**config.mk**
```make
export PLATFORM = sky130hd
export DESIGN_NAME = interleaver_pp_ctrl
export DESIGN_NICKNAME = d
export VERILOG_FILES = /design/src/rtl/interleaver_pp_ctrl.sv
export SDC_FILE = /design/constraint.sdc
export NUM_CORES = 1
export LEC_CHECK = 0
export CORE_MARGIN = 3
export CORE_UTILIZATION = 50
export CTS_CLUSTER_DIAMETER = 40
export DETAILED_ROUTE_END_ITERATION = 7
export PLACE_DENSITY = 0.7
export RECOVER_POWER = 100
export SLEW_MARGIN = 20
export SYNTH_ARGS = -nofsm -noshare
export SYNTH_HDL_FRONTEND = slang
export SYNTH_SLANG_ARGS = --single-unit
```
**constraint.sdc**
```tcl
create_clock -name clk -period 2.9 [get_ports clk]
set_input_delay 0.725 -clock clk [delete_from_list [all_inputs] [get_ports clk]]
set_output_delay 0.725 -clock clk [all_outputs]
set_load 0.05 [all_outputs]
```
**src/rtl/interleaver_pp_ctrl.sv**
```systemverilog
`default_nettype none
// ============================================================================
// Module      : interleaver_pp_ctrl
// Description : Ping-pong block-interleaver controller. Blocks are written
//               linearly into one RAM bank while the opposite bank is read
//               back either linearly or in row/column permuted order.
// Revision    : 1.0 - initial release
// ============================================================================
module interleaver_pp_ctrl #(
  parameter int ADDR_W = 13,
  parameter int LEN0   = 1056,
  parameter int LEN1   = 6144,
  parameter int COLS   = 32
) (
  input  logic              clk,
  input  logic              reset,
  input  logic              in_valid,
  input  logic              in_sop,
  input  logic              len_sel,
  input  logic              perm_en,
  output logic              in_ready,
  output logic              wr_en,
  output logic              wr_bank,
  output logic [ADDR_W-1:0] wr_addr,
  input  logic              out_ready,
  output logic              rd_en,
  output logic              rd_bank,
  output logic [ADDR_W-1:0] rd_addr,
  output logic              out_valid,
  output logic              out_sop,
  output logic              out_last,
  output logic              done,
  output logic              sop_err,
  output logic [1:0]        bank_full
);

  localparam int                CSH          = $clog2(COLS);
  localparam logic [ADDR_W-1:0] c_len0_last  = ADDR_W'(LEN0 - 1);
  localparam logic [ADDR_W-1:0] c_len1_last  = ADDR_W'(LEN1 - 1);
  localparam logic [ADDR_W-1:0] c_rows0_last = ADDR_W'(LEN0 / COLS - 1);
  localparam logic [ADDR_W-1:0] c_rows1_last = ADDR_W'(LEN1 / COLS - 1);
  localparam logic [ADDR_W-1:0] c_cols_last  = ADDR_W'(COLS - 1);
  localparam logic [ADDR_W-1:0] c_one        = ADDR_W'(1);

  typedef enum logic [0:0] {W_IDLE = 1'b0, W_FILL = 1'b1} wstate_t;
  typedef enum logic [1:0] {R_IDLE = 2'd0, R_READ = 2'd1, R_LAST = 2'd2} rstate_t;

  wstate_t           r_wstate, w_wstate_nxt;
  rstate_t           r_rstate, w_rstate_nxt;
  logic [ADDR_W-1:0] r_wcnt;
  logic              r_wbank, r_rbank;
  logic [1:0]        r_len, r_perm;       // per-bank block attributes
  logic [1:0]        r_bank_full;
  logic [ADDR_W-1:0] r_row, r_col, r_idx;
  logic              r_out_valid, r_out_sop, r_out_last;

  logic              w_accept, w_wr_en, w_sop_err, w_wr_done, w_wlen_sel;
  logic [ADDR_W-1:0] w_wlast;
  logic              w_rperm, w_rlen, w_rd_en, w_at_last, w_rd_done;
  logic [ADDR_W-1:0] w_rows_last, w_rlast_idx, w_rd_addr;

  // Reset holds in_ready low so every output reads 0 while reset is asserted.
  assign in_ready  = ~reset & ~r_bank_full[r_wbank];
  assign w_accept  = in_valid & in_ready;
  assign wr_en     = w_wr_en;
  assign wr_bank   = r_wbank;
  assign wr_addr   = r_wcnt;
  assign sop_err   = w_sop_err;
  assign rd_en     = w_rd_en;
  assign rd_bank   = r_rbank;
  assign rd_addr   = w_rd_addr;
  assign out_valid = r_out_valid;
  assign out_sop   = r_out_sop;
  assign out_last  = r_out_last;
  assign done      = r_out_last;
  assign bank_full = r_bank_full;

  // Write engine state register.
  always_ff @(posedge clk or posedge reset) begin
    if (reset) r_wstate <= W_IDLE;
    else       r_wstate <= w_wstate_nxt;
  end

  // Write engine next state and strobes; the first beat's length comes straight from len_sel.
  always_comb begin
    w_wstate_nxt = r_wstate;
    w_wr_en      = 1'b0;
    w_sop_err    = 1'b0;
    w_wr_done    = 1'b0;
    w_wlen_sel   = r_len[r_wbank];
    case (r_wstate)
      W_IDLE: begin
        w_wlen_sel = len_sel;
        if (w_accept) begin
          if (in_sop) begin
            w_wr_en      = 1'b1;
            w_wstate_nxt = W_FILL;
          end else begin
            w_sop_err = 1'b1;
          end
        end
      end
      W_FILL:  w_wr_en = w_accept;
      default: w_wstate_nxt = W_IDLE;
    endcase
    w_wlast = w_wlen_sel ? c_len1_last : c_len0_last;
    if (w_wr_en && (r_wcnt == w_wlast)) begin
      w_wr_done    = 1'b1;
      w_wstate_nxt = W_IDLE;
    end
  end

  // Write address counter, bank toggle and per-bank attribute capture at sop.
  always_ff @(posedge clk or posedge reset) begin
    if (reset) begin
      r_wcnt  <= '0;
      r_wbank <= 1'b0;
      r_len   <= 2'b00;
      r_perm  <= 2'b00;
    end else begin
      if (w_wr_done) begin
        r_wcnt  <= '0;
        r_wbank <= ~r_wbank;
      end else if (w_wr_en) begin
        r_wcnt <= r_wcnt + c_one;
      end
      if ((r_wstate == W_IDLE) && w_wr_en) begin
        r_len[r_wbank]  <= len_sel;
        r_perm[r_wbank] <= perm_en;
      end
    end
  end

  // Read engine state register.
  always_ff @(posedge clk or posedge reset) begin
    if (reset) r_rstate <= R_IDLE;
    else       r_rstate <= w_rstate_nxt;
  end

  // Read address generation, last-beat detection and next state.
  // R_LAST is the single bubble cycle after a block; it behaves like R_IDLE.
  always_comb begin
    w_rstate_nxt = r_rstate;
    w_rperm      = r_perm[r_rbank];
    w_rlen       = r_len[r_rbank];
    w_rows_last  = w_rlen ? c_rows1_last : c_rows0_last;
    w_rlast_idx  = w_rlen ? c_len1_last : c_len0_last;
    w_rd_en      = (r_rstate == R_READ) & out_ready;
    w_rd_addr    = w_rperm ? ((r_row << CSH) + r_col) : r_idx;
    w_at_last    = w_rperm ? ((r_row == w_rows_last) && (r_col == c_cols_last))
                           : (r_idx == w_rlast_idx);
    w_rd_done    = w_rd_en & w_at_last;
    case (r_rstate)
      R_IDLE, R_LAST: w_rstate_nxt = r_bank_full[r_rbank] ? R_READ : R_IDLE;
      R_READ:         if (w_rd_done) w_rstate_nxt = R_LAST;
      default:        w_rstate_nxt = R_IDLE;
    endcase
  end

  // Read counters: row runs fastest in permuted mode, idx counts every read.
  always_ff @(posedge clk or posedge reset) begin
    if (reset) begin
      r_row   <= '0;
      r_col   <= '0;
      r_idx   <= '0;
      r_rbank <= 1'b0;
    end else if (w_rd_done) begin
      r_row   <= '0;
      r_col   <= '0;
      r_idx   <= '0;
      r_rbank <= ~r_rbank;
    end else if (w_rd_en) begin
      r_idx <= r_idx + c_one;
      if (r_row == w_rows_last) begin
        r_row <= '0;
        r_col <= r_col + c_one;
      end else begin
        r_row <= r_row + c_one;
      end
    end
  end

  // Bank ownership: write completion and read completion always touch different banks.
  always_ff @(posedge clk or posedge reset) begin
    if (reset) begin
      r_bank_full <= 2'b00;
    end else begin
      if (w_wr_done) r_bank_full[r_wbank] <= 1'b1;
      if (w_rd_done) r_bank_full[r_rbank] <= 1'b0;
    end
  end

  // Output strobes delayed one cycle to line up with RAM read data.
  always_ff @(posedge clk or posedge reset) begin
    if (reset) begin
      r_out_valid <= 1'b0;
      r_out_sop   <= 1'b0;
      r_out_last  <= 1'b0;
    end else begin
      r_out_valid <= w_rd_en;
      r_out_sop   <= w_rd_en & (r_idx == '0);
      r_out_last  <= w_rd_done;
    end
  end

endmodule
`default_nettype wire

```
==> flow_summary.ini, run 1 <==
[sta]
period_share = 1.10
worst_slew_pin_slew_ps = 1610
hold_violations = 0
whs_ps = 502
period_needed_ps = 3180
fmax_ghz = 0.315
setup_slack_ps = -278
maxSlewViolCount = 67
rsz0062_at_grt = true
setup_viol = 5
finClkSkew_ps = 7.37
max_slew_margin = -0.0726

[floorplan]
ioPinCount = 45
dieWidth_um = 94.4
placeableCoreArea_um2 = 7410
start_util = 0.528
dieArea_um2 = 8920
die_y_um = 94.4
rows = 31

[cts]
cts_buffers = 9
cts_tree = yes
cts_hold_buf = 0
clockRootBuffer = clkbuf_8
htree_levels = 3
clk_path_buf_depth = 2
clkLatencyLatePin_ps = 350
cts.sinks = 66
clk_pin_slew_worst_paths_ps = 80

[grt]
grt_antenna_before_repair = 0
grtUsageMet3 = 0.0510
grt.total_usage = 0.240
grt_max_degree = 67
grt.busiest_layer = met2
use_met2 = 0.363
grt.met1_usage = 0.337
grt_overflow = 0
grt_pass1_wl_um = 16600
grt_pass1_vias = 3386

[cells_and_area]
syn2layout_area_growth_pct = 27.8
diodes = 0
nFillCells = 574
seqCellArea_um2 = 1650
drive_above_1_share = 0.192
postLayoutCoreUtil = 0.674
multi_input_area_um2 = 2220
nets = 520

[logic_synthesis]
synth-simple-area-share = 0.269
yosys.area_share.xor_xnor = 0.0739
synth_mux_area_frac = 0.0429
synth_top_family_by_area = simple AND/OR/NAND/NOR gates
synthTopCellsByCount = dfrtp_1 (66), nand2_1 (55), nor2_1 (52)
yosysTopAreaCellShare = 0.422
synth_warnings = 0
yosysSeqAreaShare = 0.422
synth-adder-area-share = 0.0435
synth_largest_area_cell = dfrtp_1
synth.most_common_cell = dfrtp_1
synthesis.nets = 447
avgSynthCellArea_um2 = 9.16
async_flop_share = 1.00
synth_area_leaders = dfrtp_1 (42%), nand2_1 (5.3%), xor2_1 (5.2%), nor2_1 (5.0%), nand3_1 (4.1%)
syn_inst = 427
syn_area_um2 = 3910
synth-seq-cells = 66
synth_compound_area_frac = 0.119
synth-edff-count = 0
synth-main-ff-cell = dfrtp_1
ys_types = 57

[placed_design]
io_buffers = 44
place_hpwl_um = 7230
gp_congestion = 0.915
place_ws_ps = -57.3

[setup_path]
max_stage_delay_ps = 450
critPathMaxFanout = 2
worstPathRequired_ps = 2170
cp-start-kind = flop
worst_path_max_delay_cell = dfrtp_1
crit_type = flop to output pin
crit_path_end_kind = output pin
cp.arrival_ps = 2450
worstPathCellList = ha_4, inv_2, fa_2, nor2b_2, o21ai_2, a21oi_2, o21a_1, nor3_2, o31ai_2, clkbuf_16

[routing]
post_drt_wl_per_cell_um = 17.0
routed_wl_um = 10200
first_pass_iters = 5
ant_nets = 0
drc = 0
vias = 3515
first_iter_violations = 203
viasPerCell = 5.82

[status]
violations = max-capacitance violations, max-slew violations, negative setup slack
status = finished, violations left

[worst_hold_path]
min_path_type = flop to flop

[power_and_ir_drop]
leakagePower_nw = 2.20
p_per_area_nw_per_um2 = 591
ir_drop_mv = 0.356

[run]
drv_cap = 1
-- worst max-delay path: cells and delay by family, from the launching register on --
kind                       cells  cell delay [ps]
adders and majority gates      2              520
DFF                            1              450
and+or+nand+nor                2              210
AOI/OAI and AO/OA              4              670
buffers and inverters          2              260
-- worst paths after layout --
path	from	to	slack [ps]	depth (start not counted)
min in group asynchronous	reset	wr_addr[8]	1430	3
max in group asynchronous	reset	wr_bank	420	3
worst max register to register	rd_bank	r_col[9]	90	7
worst min register to register	wr_addr[4]	wr_addr[4]	500	1
worst max-delay path	r_col[5]	rd_addr[11]	-280	10
worst min-delay path	wr_addr[4]	wr_addr[4]	500	1
-- final cells by class --
cell class              count  share of cell area
clock inverters             5             0.00776
repair buffers             73               0.151
flip-flops and latches     66               0.331
multi-input cells         336               0.445
clock buffers              11              0.0303
inverters                  14              0.0105
well taps                  99              0.0248
-- what timing repair did --
action                     4_1_cts  5_1_grt
setup endpoints to repair        4        4
pin swaps                       14       10
hold endpoints to repair         0        0
resized for setup                9       10
buffers inserted                 6        3
-- cell usage in the layout, fill, tap and decap left out, types with 3 or more instances in the layout --
cell type and count:
ha_1 10, o21ai_0 16, buf_12 12, nor2_1 52, mux2_2 6, nor3b_1 3, xnor2_1 10, buf_4 21
a21oi_2 8, dfrtp_1 65, and3_1 6, nand2_1 55, xor2_1 22, mux2i_1 7, clkdlybuf4s50_1 5, nand3b_1 3
inv_1 12, a21o_1 4, nand4_1 9, nor4_1 10, dlygate4sd3_1 22, clkbuf_8 11, clkinvlp_4 4, clkbuf_1 6
and4_1 4, nor3_1 9, nand3_1 32, o41ai_1 3, clkbuf_2 5, a31oi_1 5, nand4b_1 3, a21oi_1 11
-- registers in the layout (all words and copies together) (netlist names) --
signal     cells
rd_bank        1
out_sop        1
r_row         13
r_wstate       1
wr_addr       13
out_valid      1
r_idx         13
r_rstate       2
r_perm         2
r_col         13
done           1
wr_bank        1
bank_full      2
r_len          2
-- power breakdown --
part / internal, mW / switching, mW / leakage [nW]
combinational: 0.403 / 0.616 / 1.25
clock: 0.358 / 0.380 / 0.0838
sequential: 1.03 / 0.169 / 0.860
-- cell families (layout without fill, tap and decap cells) --
kind of cell,after synthesis,count (layout)
simple gates,204,204
buf+inv,25,103
fa+ha+maj,13,13
flops,66,66
mux,15,15
xor+xnor,33,33
compound gates,71,71
-- metal layers --
layer  vias to the layer above  wire (µm)
met2                       127       4760
met3                        21        645
met5                         -          0
li1                       1679          -
met1                      1688       4640
met4                         0        198
-- stage by stage --
stage | setup TNS [ps] | power, mW | instances | area [µm²]
global placement | 0 | 2.18 | 580 | 4770
detailed placement | -94.6 | 2.21 | 580 | 4770
finish | -825 | 2.95 | 604 | 5000
CTS | -429 | 2.98 | 602 | 5040
floorplan | -231 | 1.80 | 427 | 3940
global route | -1760 | 3.11 | 604 | 5000
No activity file was read; power rests on OpenSTA's default activity.
==> inputs of run 2 (changes only) <==
Settings changed: ABC_AREA set to 1, CORE_ASPECT_RATIO set to 0.7.
==> run 2 against run 1 <==
  * The run still ends with max-capacitance violations, max-slew violations, negative setup slack left
  * Synthesized cell count is 39% higher
  * Clock power is 51% higher
  * Critical path depth stayed put
  * Hold slack worse by 6.7 ps
  * Fmax is 8.2% higher
  * Count of clock-buffer cells in the layout is 1 lower
  * Clock skew is 0.83 ps lower
  * Final cell count is 25% higher
  * Total power is 4.9% higher
  * Sequential share of layout area is 1.6 points lower
  * Critical path type unchanged
  * Critical endpoint is now rd_addr[10]
  * Largest cell class unchanged
  * Highest routed layer unchanged
==> flow_summary.ini, run 2 <==
[status]
status = finished, violations left
violations = max-capacitance violations, max-slew violations, negative setup slack

[logic_synthesis]
async_flop_share = 1.00
syn_area_um2 = 4290
synth_largest_area_cell = dfrtp_1
synthTopCellsByCount = nand2_1 (153), inv_1 (87), nor2_1 (74)
avgSynthCellArea_um2 = 7.24
synth-main-ff-cell = dfrtp_1
yosysTopAreaCellShare = 0.385
ys_types = 37
synth-seq-cells = 66
synthesis.nets = 613
syn_inst = 593
synth.most_common_cell = nand2_1
synth-edff-count = 0
synth_warnings = 0
synth_area_leaders = dfrtp_1 (38%), nand2_1 (13%), inv_1 (7.6%), nor2_1 (6.5%), xor2_1 (6.1%)
yosysSeqAreaShare = 0.385

[grt]
grt_max_degree = 67
grt_antenna_before_repair = 0
grt_overflow = 0
grt_pass1_wl_um = 19200
grt.total_usage = 0.251
grt_pass1_vias = 3796

[cts]
cts_hold_buf = 0
htree_levels = 3
clk_pin_slew_worst_paths_ps = 60
clk_path_buf_depth = 2
clkLatencyLatePin_ps = 340
cts_post_setup_buffers_inserted = 0
cts.sinks = 66
cts_buffers = 9
clockRootBuffer = clkbuf_16
cts_tree = yes

[setup_path]
worstPathCellList = buf_4, ha_1, nand3_1, nand2_2, nand2_2, nand2_1, a21oi_2, xor2_1, o21ai_2, buf_12
max_stage_delay_ps = 390
crit_path_end_kind = output pin
worst_path_most_repeated_cell = nand2_2
cp.arrival_ps = 2210
crit_type = flop to output pin
cp-start-kind = flop
critPathLaunch = r_row[1]
r2r-start = r_col[0]
critPathMaxFanout = 6
worst_path_max_delay_cell = dfrtp_1
rrSetupSlack_ps = 390
worstPathRequired_ps = 2170

[floorplan]
dieArea_um2 = 9750
dieWidth_um = 117
start_util = 0.529
rows = 27
placeableCoreArea_um2 = 8110
ioPinCount = 45
die_y_um = 83.5

[sta]
setup_viol = 2
fin_setup_tns_ps = -48.3
finClkSkew_ps = 6.54
period_share = 1.01
worst_slew_pin_slew_ps = 1670
hold_violations = 0
fmax_ghz = 0.341
whs_ps = 495
max_slew_margin = -0.112
setup_slack_ps = -36.5
rsz0062_at_grt = true
period_needed_ps = 2940
maxSlewViolCount = 67

[worst_hold_path]
min_path_type = flop to flop
min-delay-start = r_perm[0]

[routing]
first_iter_violations = 411
route.met3.wl_um = 944
wl_met2_um = 5050
dr.max_layer_used = met4
first_pass_iters = 6
vias = 4096
drc = 0
routed_wl_um = 11800
viasPerCell = 5.45
post_drt_wl_per_cell_um = 15.7
wl_met1_um = 5670
ant_nets = 0

[cells_and_area]
diodes = 0
final_common_cell = nand2_1
syn2layout_area_growth_pct = 22.5
nFillCells = 730
final_cell_mix = nand2_1 (153), inv_1 (87), nor2_1 (73)
nets = 666
drive_above_1_share = 0.112

[placed_design]
place_ws_ps = 223
io_buffers = 44
place_hpwl_um = 8670
gp_congestion = 0.943

[power_and_ir_drop]
p_per_area_nw_per_um2 = 590
leakagePower_nw = 2.71
pwr-share-seq = 0.368
switchingPower_mw = 1.08
power_frac_comb = 0.275
power.total_mw = 3.10
pwr-share-clk = 0.357
sw_frac_of_total = 0.348
ir_drop_mv = 0.451
p_int_mw = 2.02

[run]
drv_cap = 1
## run 2: power by group through the flow
stage	Combinational, mW	Sequential (mW)	Clock (mW)
5_1_grt	0.939	1.15	1.16
4_1_cts	0.903	1.13	1.12
3_5_place_dp	0.876	1.14	0
3_3_place_gp	0.859	1.13	0
2_1_floorplan	0.575	1.10	0
6_report	0.851	1.14	1.11
## run 2: worst max-delay path, delay by kind of cell (launching register included)
family                   cells  cell delay [ps]
flip-flops                   1              390
AND/OR/NAND/NOR              4              360
buffers and inverters        2              330
adder cells (fa/ha/maj)      1              290
AO/OA/AOI/OAI                2              280
XOR/XNOR                     1              230
## run 2: layout make-up
cell class                 count  area, µm²  area share
clock inverter                 6       66.3      0.0126
sequential                    66       1660       0.315
clock buffer                  10        239      0.0455
tap                          101        126      0.0240
inverter                      90        339      0.0645
multi-input combinational    424       2270       0.432
timing repair buffer          55        561       0.107
## run 2: routing by layer
metal / vias up / GRT usage
met5: - / 0
met4: 0 / 0.0698
met3: 18 / 0.0674
met2: 163 / 0.350
met1: 1927 / 0.380
li1: 1988 / -
## run 2: cell families after synthesis
| family | Yosys count | share of synthesized area |
|---|---|---|
| AOI/OAI and AO/OA | 50 | 0.0633 |
| buffers and inverters | 103 | 0.0974 |
| xor gates and xnor gates | 37 | 0.0755 |
| DFF | 66 | 0.385 |
| and+or+nand+nor | 324 | 0.339 |
| adders and majority gates | 13 | 0.0397 |
## run 2: worst paths after layout
| check | cells past startpoint | end |
|---|---|---|
| setup reg to reg | 12 | r_row[6] |
| min in group asynchronous | 3 | wr_addr[0] |
| hold / removal | 2 | r_perm[0] |
| setup / recovery | 10 | rd_addr[10] |
| max in group asynchronous | 3 | r_row[3] |
| hold reg to reg | 2 | r_perm[0] |
## run 2: metrics by stage
| stage | std cells | cell area [µm²] | utilization |
|---|---|---|---|
| 2_1_floorplan | 593 | 4330 | - |
| 3_3_place_gp | 736 | 5030 | 0.620 |
| 3_5_place_dp | 736 | 5030 | 0.620 |
| 4_1_cts | 752 | 5380 | 0.663 |
| 5_1_grt | 752 | 5260 | 0.648 |
| 6_report | 752 | 5260 | 0.648 |
## run 2: what timing repair did
action,4_1_cts,5_1_grt
pin swaps,3,2
gates resized for setup,8,8
setup endpoints to repair,2,4
